===== src/rtl/vga_pkg.sv =====
// Shared timing constants and types for the 640x480@60 Hz VGA timing generator.
`timescale 1ns/1ps
package vga_pkg;

  // Default 640x480@60 Hz timing, 25 MHz pixel clock
  localparam int H_ACTIVE_DEF = 640;
  localparam int H_FP_DEF     = 16;
  localparam int H_SYNC_DEF   = 96;
  localparam int H_BP_DEF     = 48;
  localparam int V_ACTIVE_DEF = 480;
  localparam int V_FP_DEF     = 10;
  localparam int V_SYNC_DEF   = 2;
  localparam int V_BP_DEF     = 33;

  // Derived defaults: totals and sync windows as half-open [START, END)
  localparam int H_TOTAL_DEF  = H_ACTIVE_DEF + H_FP_DEF + H_SYNC_DEF + H_BP_DEF;
  localparam int V_TOTAL_DEF  = V_ACTIVE_DEF + V_FP_DEF + V_SYNC_DEF + V_BP_DEF;
  localparam int HS_START_DEF = H_ACTIVE_DEF + H_FP_DEF;
  localparam int HS_END_DEF   = HS_START_DEF + H_SYNC_DEF;
  localparam int VS_START_DEF = V_ACTIVE_DEF + V_FP_DEF;
  localparam int VS_END_DEF   = VS_START_DEF + V_SYNC_DEF;

  // Coordinates are 10 bits wide, so neither total may exceed 1024
  localparam int COORD_W   = 10;
  localparam int COORD_MAX = 1 << COORD_W;

  typedef logic [COORD_W-1:0] coord_t;

  // Sync/visibility bundle carried through the output delay line
  typedef struct packed {
    logic hs;
    logic vs;
    logic blank;
  } sync_t;

  // True when lo <= v < hi; compared as int so an end bound of 1024 still works
  function automatic logic in_window(coord_t v, int lo, int hi);
    return (int'(v) >= lo) && (int'(v) < hi);
  endfunction

endpackage


===== src/rtl/vga_delay_line.sv =====
// Fixed-depth shift register with asynchronous reset to a programmable value.
// DEPTH=0 degenerates to a straight wire.
`timescale 1ns/1ps
module vga_delay_line #(
  parameter int               WIDTH     = 1,
  parameter int               DEPTH     = 1,
  parameter logic [WIDTH-1:0] RESET_VAL = '0
) (
  input  logic             clk_i,
  input  logic             rst_i,
  input  logic [WIDTH-1:0] data_i,
  output logic [WIDTH-1:0] data_o
);

  generate
    if (DEPTH == 0) begin : g_bypass
      // Clock and reset have no loads in the bypass case
      logic unused_clk_rst;
      assign unused_clk_rst = clk_i ^ rst_i;
      assign data_o = data_i;
    end else begin : g_pipe
      for (genvar gi = 0; gi < DEPTH; gi++) begin : g_stage
        logic [WIDTH-1:0] stage_q;
        if (gi == 0) begin : g_first
          // First stage captures the live input
          always_ff @(posedge clk_i or posedge rst_i) begin
            if (rst_i) stage_q <= RESET_VAL;
            else       stage_q <= data_i;
          end
        end else begin : g_next
          // Later stages shift from the previous stage
          always_ff @(posedge clk_i or posedge rst_i) begin
            if (rst_i) stage_q <= RESET_VAL;
            else       stage_q <= g_stage[gi-1].stage_q;
          end
        end
      end
      assign data_o = g_stage[DEPTH-1].stage_q;
    end
  endgenerate

endmodule


===== src/rtl/vga_timing_gen.sv =====
// VGA timing generator: free-running pixel/line counters with registered
// visibility, sync and strobe outputs that change on the same edge as the
// coordinates, plus delayed sync copies matching the drawers' RGB register.
`timescale 1ns/1ps
module vga_timing_gen
  import vga_pkg::*;
#(
  parameter int   H_ACTIVE    = H_ACTIVE_DEF,
  parameter int   H_FP        = H_FP_DEF,
  parameter int   H_SYNC      = H_SYNC_DEF,
  parameter int   H_BP        = H_BP_DEF,
  parameter int   V_ACTIVE    = V_ACTIVE_DEF,
  parameter int   V_FP        = V_FP_DEF,
  parameter int   V_SYNC      = V_SYNC_DEF,
  parameter int   V_BP        = V_BP_DEF,
  parameter int   SYNC_DELAY  = 1,
  parameter logic SYNC_ACTIVE = 1'b0
) (
  input  logic   vga_clk,
  input  logic   reset,
  output coord_t DrawX,
  output coord_t DrawY,
  output logic   blank,
  output logic   hs,
  output logic   vs,
  output logic   hs_d,
  output logic   vs_d,
  output logic   blank_d,
  output logic   line_start,
  output logic   frame_start
);

  localparam int H_TOTAL  = H_ACTIVE + H_FP + H_SYNC + H_BP;
  localparam int V_TOTAL  = V_ACTIVE + V_FP + V_SYNC + V_BP;
  localparam int HS_START = H_ACTIVE + H_FP;
  localparam int HS_END   = HS_START + H_SYNC;
  localparam int VS_START = V_ACTIVE + V_FP;
  localparam int VS_END   = VS_START + V_SYNC;

  localparam coord_t H_LAST = coord_t'(H_TOTAL - 1);
  localparam coord_t V_LAST = coord_t'(V_TOTAL - 1);

  // Idle level of the sync bundle: syncs inactive, not visible
  localparam sync_t SYNC_IDLE = '{hs: ~SYNC_ACTIVE, vs: ~SYNC_ACTIVE, blank: 1'b0};

  generate
    if (H_TOTAL > COORD_MAX || V_TOTAL > COORD_MAX) begin : g_total_check
      $error("vga_timing_gen: H_TOTAL/V_TOTAL must not exceed 1024");
    end
    if (SYNC_DELAY < 0 || SYNC_DELAY > 4) begin : g_delay_check
      $error("vga_timing_gen: SYNC_DELAY must be in 0..4");
    end
  endgenerate

  coord_t x_q, x_d;
  coord_t y_q, y_d;
  sync_t  sync_q, sync_d;
  logic   line_q, line_d;
  logic   frame_q, frame_d;
  sync_t  sync_dly;

  // Next coordinates, and every flag derived from those next coordinates
  // so that flags and counters update together with zero skew
  always_comb begin
    x_d = x_q + coord_t'(1);
    y_d = y_q;
    if (x_q == H_LAST) begin
      x_d = '0;
      y_d = (y_q == V_LAST) ? '0 : y_q + coord_t'(1);
    end
    sync_d.blank = (int'(x_d) < H_ACTIVE) && (int'(y_d) < V_ACTIVE);
    sync_d.hs    = in_window(x_d, HS_START, HS_END) ? SYNC_ACTIVE : ~SYNC_ACTIVE;
    sync_d.vs    = in_window(y_d, VS_START, VS_END) ? SYNC_ACTIVE : ~SYNC_ACTIVE;
    line_d       = (x_d == '0);
    frame_d      = (x_d == '0) && (y_d == '0);
  end

  // Reset parks counters on the last pixel so the first edge lands on (0,0)
  always_ff @(posedge vga_clk or posedge reset) begin
    if (reset) begin
      x_q     <= H_LAST;
      y_q     <= V_LAST;
      sync_q  <= SYNC_IDLE;
      line_q  <= 1'b0;
      frame_q <= 1'b0;
    end else begin
      x_q     <= x_d;
      y_q     <= y_d;
      sync_q  <= sync_d;
      line_q  <= line_d;
      frame_q <= frame_d;
    end
  end

  vga_delay_line #(
    .WIDTH     (3),
    .DEPTH     (SYNC_DELAY),
    .RESET_VAL (SYNC_IDLE)
  ) u_sync_dly (
    .clk_i  (vga_clk),
    .rst_i  (reset),
    .data_i (sync_q),
    .data_o (sync_dly)
  );

  assign DrawX       = x_q;
  assign DrawY       = y_q;
  assign blank       = sync_q.blank;
  assign hs          = sync_q.hs;
  assign vs          = sync_q.vs;
  assign hs_d        = sync_dly.hs;
  assign vs_d        = sync_dly.vs;
  assign blank_d     = sync_dly.blank;
  assign line_start  = line_q;
  assign frame_start = frame_q;

endmodule


===== config.mk =====
export PLATFORM = sky130hd
export DESIGN_NAME = vga_timing_gen
export DESIGN_NICKNAME = d
export VERILOG_FILES = /design/src/rtl/vga_pkg.sv /design/src/rtl/vga_delay_line.sv /design/src/rtl/vga_timing_gen.sv
export SDC_FILE = /design/constraint.sdc
export NUM_CORES = 1
export LEC_CHECK = 0
export CORE_MARGIN = 1.5
export CORE_UTILIZATION = 59
export CTS_BUF_LIST = sky130_fd_sc_hd__clkbuf_2 sky130_fd_sc_hd__clkbuf_4 sky130_fd_sc_hd__clkbuf_8
export CTS_CLUSTER_DIAMETER = 120
export DETAILED_ROUTE_END_ITERATION = 6
export GPL_TIMING_DRIVEN = 0
export PLACE_DENSITY = 0.87
export SETUP_SLACK_MARGIN = 0.15
export SYNTH_ARGS = -nofsm -noshare
export SYNTH_HDL_FRONTEND = slang
export SYNTH_SLANG_ARGS = --single-unit

===== constraint.sdc =====
create_clock -name vga_clk -period 3.7 [get_ports vga_clk]
set_clock_uncertainty 0.15 [all_clocks]
set_input_delay 0.555 -clock vga_clk [delete_from_list [all_inputs] [get_ports vga_clk]]
set_output_delay 0.555 -clock vga_clk [all_outputs]
set_load 0.02 [all_outputs]

==> results of run 1 <==
worst min path at each step:
stage | depth (start not counted) | from | end
2_1_floorplan | 0 | vs | u_sync_dly.data_o[1]
3_3_place_gp | 0 | vs | u_sync_dly.data_o[1]
3_5_place_dp | 0 | vs | u_sync_dly.data_o[1]
4_1_cts | 0 | vs | u_sync_dly.data_o[1]
5_1_grt | 0 | hs | u_sync_dly.data_o[2]
6_report | 0 | vs | u_sync_dly.data_o[1]
per-layer routing:
metal / share of wire / up-vias / GRT usage
met2: 0.47 / 91 / 0.4381
met4: 0.011 / 0 / 0.09416
met1: 0.44 / 807 / 0.4006
met3: 0.078 / 6 / 0.03297
li1: - / 786 / -
met5: 0 / - / 0
power groups by stage:
stage                     sequential (mW)  clock (mW)  combinational, mW
after floorplan                     0.312           0            0.00441
after global placement              0.312           0            0.00680
after detailed placement            0.312           0            0.00715
after CTS                           0.307       0.156            0.00717
after global routing                0.307       0.166            0.00811
final                               0.307       0.152            0.00665
kinds of logic (layout without fill, tap and decap cells):
| logic type | after synthesis | count (layout) | share of synthesized area |
|---|---|---|---|
| simple gates | 84 | 84 | 0.2959 |
| flops | 28 | 28 | 0.3886 |
| fa+ha+maj | 3 | 3 | 0.02031 |
| xor+xnor | 9 | 9 | 0.04265 |
| buf+inv | 24 | 57 | 0.08192 |
| compound gates | 40 | 40 | 0.1544 |
| mux | 3 | 3 | 0.01625 |
cell usage in the layout (no fill, tap or decap), types with 2 or more instances in the layout:
master and n:
o211ai_1 2, and4_1 2, ha_1 3, dfrtp_1 14
nor2b_1 3, and3_1 6, mux2i_1 3, a2111oi_0 2
nand3_1 10, xnor2_1 5, buf_6 7, a21oi_1 6
clkdlybuf4s50_1 29, nor3_1 3, nor2_1 8, nor4_1 2
inv_1 10, nand2_1 12, buf_4 2, dfstp_2 14
o21ai_0 5, clkbuf_4 3, or3_1 4, clkbuf_1 4
o31ai_1 4, nand4_1 12, xor2_1 4, and2_1 4
a311oi_1 2, o21ai_1 4, nor3b_1 2
state kept, by name (all words and copies together) (netlist names):
name	flops
DrawY	10
frame_start	1
vs	1
u_sync_dly.data_o	3
line_start	1
DrawX	10
hs	1
blank	1
area by class of cell:
| class | count | area (µm²) | share of cell area |
|---|---|---|---|
| plain buffers | 14 | 113.9 | 0.05138 |
| repair buffers | 29 | 290.3 | 0.1310 |
| well taps | 33 | 41.29 | 0.01863 |
| flip-flops and latches | 28 | 718.2 | 0.3241 |
| inverters | 10 | 37.54 | 0.01694 |
| multi-input cells | 139 | 978.4 | 0.4416 |
| clock buffers | 4 | 36.28 | 0.01637 |
==> impl_metrics.csv, run 1 <==
group,metric,value,unit
clocking,clock-root-buffer,"clkbuf_4",
setup_path,worst-path-buf-inv,2,
setup_path,start_kind,"flip-flop",
final_layout,nFillCells,216,
power_and_ir_drop,peakVddDrop,0.1740,mV
floorplan,io_pins,30,
synthesis,ys_ff_latch,28,
clocking,post_cts_buffers,0,
floorplan,die_w,58.97,µm
placement,dpl.hpwl,3184,µm
setup_path,rr_startpoint,"DrawX[1]",
sta,max_slew_margin,0.3125,
final_layout,fin_nets,230,
final_layout,drive_gt1_frac,0.1741,
power_and_ir_drop,pwr-share-seq,0.659,
placement,place_ws,1.049,ns
power_and_ir_drop,powerDensity,210.2,nW/µm²
clocking,cts.clk_slew.worst_paths,0.15,ns
synthesis,yosysWarnings,0,
grt,overflow,0,
grt,antenna_found_initial,0,
synthesis,synth_area_leader_cell,"dfstp_2",
setup_path,regToRegEndpoint,"frame_start",
setup_path,cp-endpoint,"frame_start",
clocking,cts-buffers-inserted,3,
floorplan,initial_core_util,0.6154,
synthesis,synth_top_area_frac,0.1991,
sta,grt_setup_unrepaired,"false",
sta,whs,0.2283,ns
final_layout,diodes,0,
placement,place_inst,253,
sta,min_period,2.755,ns
synthesis,netlist_instances,191,
job,cap_violations,0,
synthesis,synth_nets,196,
setup_path,crit_fanout,10,
synthesis,synth_area_leaders,"dfstp_2, dfrtp_1, buf_6",
sta,period_share,0.7446,
setup_path,required,3.80,ns
grt,grt_pass1_wl,7431,µm
power_and_ir_drop,leakage,0.8955,nW
synthesis,ys_types,61,
setup_path,critPathCaptureType,"flip-flop",
clocking,cts.sinks,28,
sta,fin_ws,0.9451,ns
route,drc,0,
final_layout,postLayoutCoreUtil,0.7379,
synthesis,synth_commonest_cells,"dfrtp_1, dfstp_2, nand2_1, nand4_1",
sta,worst_pin_slew,1.030,ns
route,routed_via_density,6.576,
route,postRouteAntennaNets,0,
floorplan,die_area,3477,µm²
floorplan,row_count,20,
setup_path,worst_path_largest_cell_delay,0.65,ns
synthesis,ys.flop_type,"dfstp_2",
sta,finalSetupTns,0,ns
clocking,clk_path_buf_depth,2,
setup_path,path_cells,"ha_1, and4_1, buf_6, nand3_4, buf_6, o21ai_0, o221ai_1, nor4_2",
clocking,cts_resized,0,
min_path,hp-class,"reg2reg",
route,wl_per_cell,17.30,µm
sta,setup_viol,0,
synthesis,yosysSeqAreaShare,0.3886,
synthesis,synth_area_per_cell,9.676,µm²
grt,grt_pass1_vias,1552,
synthesis,syn-cell-area,1848,µm²
placement,port_buffers,29,
power_and_ir_drop,clkPwrFrac,0.326,
clocking,clock_latency,0.33,ns
setup_path,crit_family,"simple AND/OR/NAND/NOR gates",
sta,slew_viol_final,0,
synthesis,async_flop_share,1.000,
floorplan,die_h,58.97,µm
setup_path,worstSetupPathType,"reg2reg",
placement,gp_congestion,0.8786,
power_and_ir_drop,power.switching,0.09739,mW
final_layout,finalInstanceArea,2216,µm²
sta,hold_viol,0,
placement,postPlaceCellArea,2180,µm²
outcome,outcome,"complete, no violations",
route,dr.pass1.iters,5,
grt,grt_max_degree,29,
route,drt_iter0_markers,133,
floorplan,coreArea,3003,µm²
route,wl,4446,µm
setup_path,cpMostUsedCell,"buf_6",
power_and_ir_drop,power_switching_share,0.2091,
power_and_ir_drop,comb_power_share,0.014,
setup_path,r2r_slack,0.95,ns
final_layout,syn2layout_area_growth,19.91,%
clocking,cts_hold_buf,0,
clocking,clock_tree.htree_level_count,1,
power_and_ir_drop,p_int,0.3683,mW
final_layout,finalNonFillerCells,257,
clocking,cts_tree,"done",
route,vias,1690,
setup_path,crit_slowest_cell,"dfstp_2",
grt,grt_use_total,0.2793,
setup_path,r2r_cells,8,
setup_path,crit_start,"DrawX[1]",
sta,fmax,363.0,MHz
setup_path,cp.arrival,2.86,ns
synthesis,synth-edff-count,0,
setup_path,worst-path-stages,8,
power_and_ir_drop,p_total,0.4657,mW
No activity file was read; power rests on OpenSTA's default activity.
==> inputs of run 2 (changes only) <==
--- a/config.mk
+++ b/config.mk
@@ -6,12 +6,12 @@
 export NUM_CORES = 1
 export LEC_CHECK = 0
 export CORE_MARGIN = 1.5
-export CORE_UTILIZATION = 59
+export CORE_UTILIZATION = 50
 export CTS_BUF_LIST = sky130_fd_sc_hd__clkbuf_2 sky130_fd_sc_hd__clkbuf_4 sky130_fd_sc_hd__clkbuf_8
 export CTS_CLUSTER_DIAMETER = 120
 export DETAILED_ROUTE_END_ITERATION = 6
 export GPL_TIMING_DRIVEN = 0
-export PLACE_DENSITY = 0.87
+export PLACE_DENSITY = 0.78
 export SETUP_SLACK_MARGIN = 0.15
 export SYNTH_ARGS = -nofsm -noshare
 export SYNTH_HDL_FRONTEND = slang
==> constraint.sdc (replaced) <==
create_clock -name vga_clk -period 2.5 [get_ports vga_clk]
set_clock_uncertainty 0.15 [all_clocks]
set_input_delay 0.375 -clock vga_clk [delete_from_list [all_inputs] [get_ports vga_clk]]
set_output_delay 0.375 -clock vga_clk [all_outputs]
set_load 0.02 [all_outputs]
==> impl_metrics.csv, run 2 (synthesis gave the netlist of run 1 again) <==
group,metric,value,unit
sta,setup_viol,0,
final_layout,seqCellArea,719.4,µm²
final_layout,syn2layout_area_growth,28.71,%
sta,finalSetupTns,0,ns
setup_path,regToRegEndpoint,"frame_start",
sta,slew_viol_final,0,
sta,worst_pin_slew,0.9936,ns
floorplan,row_count,21,
outcome,outcome,"complete, no violations",
route,drt_iter0_markers,76,
route,vias,1665,
placement,port_buffers,29,
grt,grt_max_degree,29,
min_path,hp-class,"reg2reg",
floorplan,coreArea,3442,µm²
final_layout,multi_input_area,1059,µm²
grt,grt_pass1_vias,1562,
grt,grt_use_total,0.2313,
setup_path,crit_fanout,7,
grt,grt_pass1_wl,7403,µm
clocking,clk_path_buf_depth,2,
floorplan,initial_core_util,0.5369,
placement,place_ws,-0.05000,ns
sta,hold_viol,0,
sta,whs,0.2256,ns
setup_path,cp.arrival,2.32,ns
clocking,cts.sinks,28,
grt,overflow,0,
final_layout,finalNonFillerCells,277,
setup_path,crit_start,"DrawX[9]",
setup_path,cp-endpoint,"frame_start",
sta,fmax,436.9,MHz
floorplan,die_h,63.80,µm
placement,postPlaceCellArea,2213,µm²
floorplan,die_w,63.80,µm
clocking,cts_tree,"done",
setup_path,r2r_cells,5,
route,drc,0,
route,dr.pass1.iters,4,
sta,period_share,0.9156,
setup_path,start_kind,"flip-flop",
clocking,cts-buffers-inserted,3,
route,postRouteAntennaNets,0,
sta,fin_ws,0.2111,ns
route,wl,4536,µm
setup_path,worstSetupPathType,"reg2reg",
clocking,clock-root-buffer,"clkbuf_8",
floorplan,io_pins,30,
final_layout,diodes,0,
final_layout,fin_nets,237,
clocking,clock_latency,0.28,ns
final_layout,drive_gt1_frac,0.2511,
setup_path,r2r_slack,0.21,ns
placement,gp_congestion,0.9675,
route,wl_per_cell,16.38,µm
floorplan,die_area,4070,µm²
final_layout,layout_common_cells,"clkdlybuf4s50_1, dfstp_2, dfrtp_1",
power_and_ir_drop,powerDensity,309.0,nW/µm²
clocking,cts.clk_slew.worst_paths,0.10,ns
job,cap_violations,0,
clocking,clock_tree.htree_level_count,1,
setup_path,rr_startpoint,"DrawX[9]",
setup_path,critPathCaptureType,"flip-flop",
sta,grt_setup_unrepaired,"true",
final_layout,mostFrequentLayoutCell,"clkdlybuf4s50_1",
setup_path,required,2.53,ns
clocking,cts_hold_buf,0,
route,routed_via_density,6.011,
final_layout,finalInstanceArea,2379,µm²
placement,place_inst,266,
power_and_ir_drop,leakage,0.9368,nW
grt,antenna_found_initial,0,
placement,dpl.hpwl,3136,µm
sta,min_period,2.289,ns
sta,max_slew_margin,0.3369,
power_and_ir_drop,peakVddDrop,0.1698,mV
final_layout,nFillCells,261,
## run 2: worst max-delay path, cell delays in order (launching register included)
cell	delay, ns
dfstp_2	0.63
or3b_4	0.42
nor4_4	0.33
mux2i_1	0.13
a311o_1	0.37
nor4_2	0.16
## run 2: worst min path at each step
stage          cells past startpoint              endpoint  start  slack, ns
2_1_floorplan                      0  u_sync_dly.data_o[1]     vs       0.25
3_3_place_gp                       0  u_sync_dly.data_o[2]     hs       0.21
3_5_place_dp                       0  u_sync_dly.data_o[1]     vs       0.21
4_1_cts                            0  u_sync_dly.data_o[1]     vs       0.23
5_1_grt                            0  u_sync_dly.data_o[1]     vs       0.23
6_report                           0  u_sync_dly.data_o[1]     vs       0.23
## run 2: layout make-up
| cell class | instances | area share |
|---|---|---|
| Clock buffer | 4 | 0.02052 |
| Multi-Input combinational cell | 139 | 0.4450 |
| Tap cell | 46 | 0.02420 |
| Inverter | 10 | 0.01578 |
| Timing Repair Buffer | 36 | 0.1441 |
| Sequential cell | 28 | 0.3025 |
| Buffer | 14 | 0.04787 |
## run 2: per-stage QoR
step	total power, mW	util
CTS	0.7382	0.6667
global placement	0.4721	0.6430
global route	0.7559	0.6910
floorplan	0.4683	-
finish	0.7351	0.6910
detailed placement	0.4721	0.6430
## run 2: metal layers
metal,vias up,track usage,routed length (µm)
li1,796,-,-
met1,796,0.3379,2125
met2,62,0.3620,2161
met3,11,0.01937,163
met4,0,0.07880,86
met5,-,0,0
## run 2: timing repair
action	4_1_cts	5_1_grt
endpoints found under the hold margin	0	0
buffers inserted	4	3
gates resized for setup	3	11
pin swaps	1	4
endpoints found under the setup margin	4	4
## run 2: power by group
part	total, mW	internal, mW	switching, mW
combinational	0.00957	0.00145	0.00812
clock	0.272	0.125	0.146
sequential	0.454	0.454	0
total	0.735	0.581	0.154
==> inputs of run 3 (changes only) <==
--- a/config.mk
+++ b/config.mk
@@ -6,13 +6,14 @@
 export NUM_CORES = 1
 export LEC_CHECK = 0
 export CORE_MARGIN = 1.5
-export CORE_UTILIZATION = 50
+export CORE_UTILIZATION = 59
 export CTS_BUF_LIST = sky130_fd_sc_hd__clkbuf_2 sky130_fd_sc_hd__clkbuf_4 sky130_fd_sc_hd__clkbuf_8
 export CTS_CLUSTER_DIAMETER = 120
 export DETAILED_ROUTE_END_ITERATION = 6
 export GPL_TIMING_DRIVEN = 0
-export PLACE_DENSITY = 0.78
-export SETUP_SLACK_MARGIN = 0.15
+export PLACE_DENSITY = 0.87
+export RECOVER_POWER = 25
+export SETUP_SLACK_MARGIN = 0.5
 export SYNTH_ARGS = -nofsm -noshare
 export SYNTH_HDL_FRONTEND = slang
 export SYNTH_SLANG_ARGS = --single-unit
==> constraint.sdc (replaced) <==
create_clock -name vga_clk -period 2.7 [get_ports vga_clk]
set_clock_uncertainty 0.15 [all_clocks]
set_input_delay 0.405 -clock vga_clk [delete_from_list [all_inputs] [get_ports vga_clk]]
set_output_delay 0.405 -clock vga_clk [all_outputs]
set_load 0.02 [all_outputs]
==> impl_metrics.csv, run 3 (synthesis gave the netlist of run 1 again) <==
group,metric,value,unit
outcome,outcome,"complete, no violations",
final_layout,drive_gt1_frac,0.2924,
sta,worst_pin_slew,1.094,ns
final_layout,mostFrequentLayoutCell,"clkdlybuf4s50_1",
route,wl,4973,µm
sta,hold_viol,0,
final_layout,nFillCells,177,
route,dr.pass1.iters,5,
floorplan,die_area,3477,µm²
floorplan,die_w,58.97,µm
power_and_ir_drop,leakage,0.9861,nW
final_layout,postLayoutCoreUtil,0.8133,
sta,period_share,0.8575,
route,routed_via_density,6.584,
grt,grt_pass1_wl,7803,µm
clocking,clock-root-buffer,"clkbuf_4",
final_layout,layout_common_cells,"clkdlybuf4s50_1, buf_4",
floorplan,initial_core_util,0.6154,
route,drt_iter0_markers,139,
clocking,clock_latency,0.33,ns
power_and_ir_drop,powerDensity,254.3,nW/µm²
setup_path,worstSetupPathType,"reg2reg",
sta,max_slew_margin,0.2696,
placement,dpl.hpwl,3259,µm
grt,grt_use_total,0.2991,
power_and_ir_drop,pwr-share-seq,0.677,
route,postRouteAntennaNets,0,
setup_path,path_cells,"ha_1, and4_4, buf_6, nand3_4, or4_4, o2bb2a_4, nand4_1",
sta,fmax,431.9,MHz
setup_path,worst-path-buf-inv,1,
power_and_ir_drop,p_int,0.4895,mW
grt,grt_pass1_vias,1643,
floorplan,row_count,20,
setup_path,cp.arrival,2.43,ns
placement,port_buffers,29,
final_layout,fin_nets,242,
sta,min_period,2.315,ns
clocking,cts_tree,"done",
power_and_ir_drop,peakVddDrop,0.1805,mV
clocking,cts.sinks,28,
grt,antenna_found_initial,0,
sta,setup_viol,0,
setup_path,critPathCaptureType,"flip-flop",
clocking,cts-buffers-inserted,3,
setup_path,required,2.82,ns
clocking,clock_tree.htree_level_count,1,
final_layout,diodes,0,
clocking,cts_hold_buf,0,
final_layout,finalInstanceArea,2442,µm²
clocking,clk_path_buf_depth,2,
grt,grt_max_degree,29,
placement,postPlaceCellArea,2211,µm²
route,vias,1771,
sta,finalSetupTns,0,ns
power_and_ir_drop,clkPwrFrac,0.308,
power_and_ir_drop,power_switching_share,0.2119,
floorplan,die_h,58.97,µm
power_and_ir_drop,comb_power_share,0.015,
setup_path,start_kind,"flip-flop",
grt,overflow,0,
placement,gp_congestion,0.9583,
setup_path,crit_slowest_cell,"dfstp_1",
setup_path,crit_family,"simple AND/OR/NAND/NOR gates",
job,cap_violations,0,
final_layout,syn2layout_area_growth,32.16,%
setup_path,worst_path_largest_cell_delay,0.55,ns
min_path,hp-class,"reg2reg",
route,wl_per_cell,18.49,µm
power_and_ir_drop,power.switching,0.1316,mW
sta,grt_setup_unrepaired,"true",
clocking,cts.clk_slew.worst_paths,0.15,ns
sta,slew_viol_final,0,
setup_path,crit_fanout,5,
floorplan,io_pins,30,
route,drc,0,
floorplan,coreArea,3003,µm²
run 3: per-stage QoR:
| stage | total power [mW] | hold WS (ns) | std cells | worst slack, ns |
|---|---|---|---|---|
| after floorplan | 0.4336 | 0.2514 | 191 | 0.4112 |
| after global placement | 0.4369 | 0.2059 | 253 | 0.2726 |
| after detailed placement | 0.4374 | 0.2081 | 253 | 0.2472 |
| after CTS | 0.6279 | 0.2287 | 267 | 0.4739 |
| after global routing | 0.6463 | 0.2306 | 269 | 0.3131 |
| final | 0.6211 | 0.2263 | 269 | 0.3847 |
run 3: path summary, 6_finish.rpt:
| path | startpoint | endpoint | slack [ns] | depth (start not counted) |
|---|---|---|---|---|
| worst max register to register | DrawX[0] | vs | 0.38 | 7 |
| worst min-delay path | vs | u_sync_dly.data_o[1] | 0.23 | 0 |
| worst min register to register | vs | u_sync_dly.data_o[1] | 0.23 | 0 |
| max in group asynchronous | reset | DrawY[1] | 1.06 | 2 |
| min in group asynchronous | reset | blank | 0.62 | 2 |
| worst max-delay path | DrawX[0] | vs | 0.38 | 7 |
run 3: layout make-up:
class / instances / area [µm²] / share of cell area
multi-input combinational: 139 / 1106 / 0.4529
timing repair buffer: 41 / 385.4 / 0.1578
clock buffer: 4 / 30.03 / 0.01230
inverter: 10 / 37.54 / 0.01537
buffer: 14 / 121.4 / 0.04969
sequential: 28 / 720.7 / 0.2951
tap: 33 / 41.29 / 0.01691
run 3: repair_timing:
| item | CTS | global route |
|---|---|---|
| pin swaps | 6 | 1 |
| gates resized for setup | 15 | 14 |
| buffers inserted | 10 | 2 |
| setup endpoints to repair | 6 | 6 |
run 3: power by group through the flow:
| stage | logic, mW | registers (mW) | clock network, mW |
|---|---|---|---|
| after floorplan | 0.00604 | 0.428 | 0 |
| after global placement | 0.00934 | 0.428 | 0 |
| after detailed placement | 0.00983 | 0.428 | 0 |
| after CTS | 0.00978 | 0.421 | 0.197 |
| after global routing | 0.0111 | 0.421 | 0.215 |
| final | 0.00927 | 0.421 | 0.191 |
run 3: metal layers:
metal / vias to the layer above / GRT usage / wire, µm
met2: 110 / 0.5095 / 2450
met5: - / 0 / 0
met4: 0 / 0.09091 / 110
li1: 803 / - / -
met3: 15 / 0.03077 / 479
met1: 843 / 0.4003 / 1933
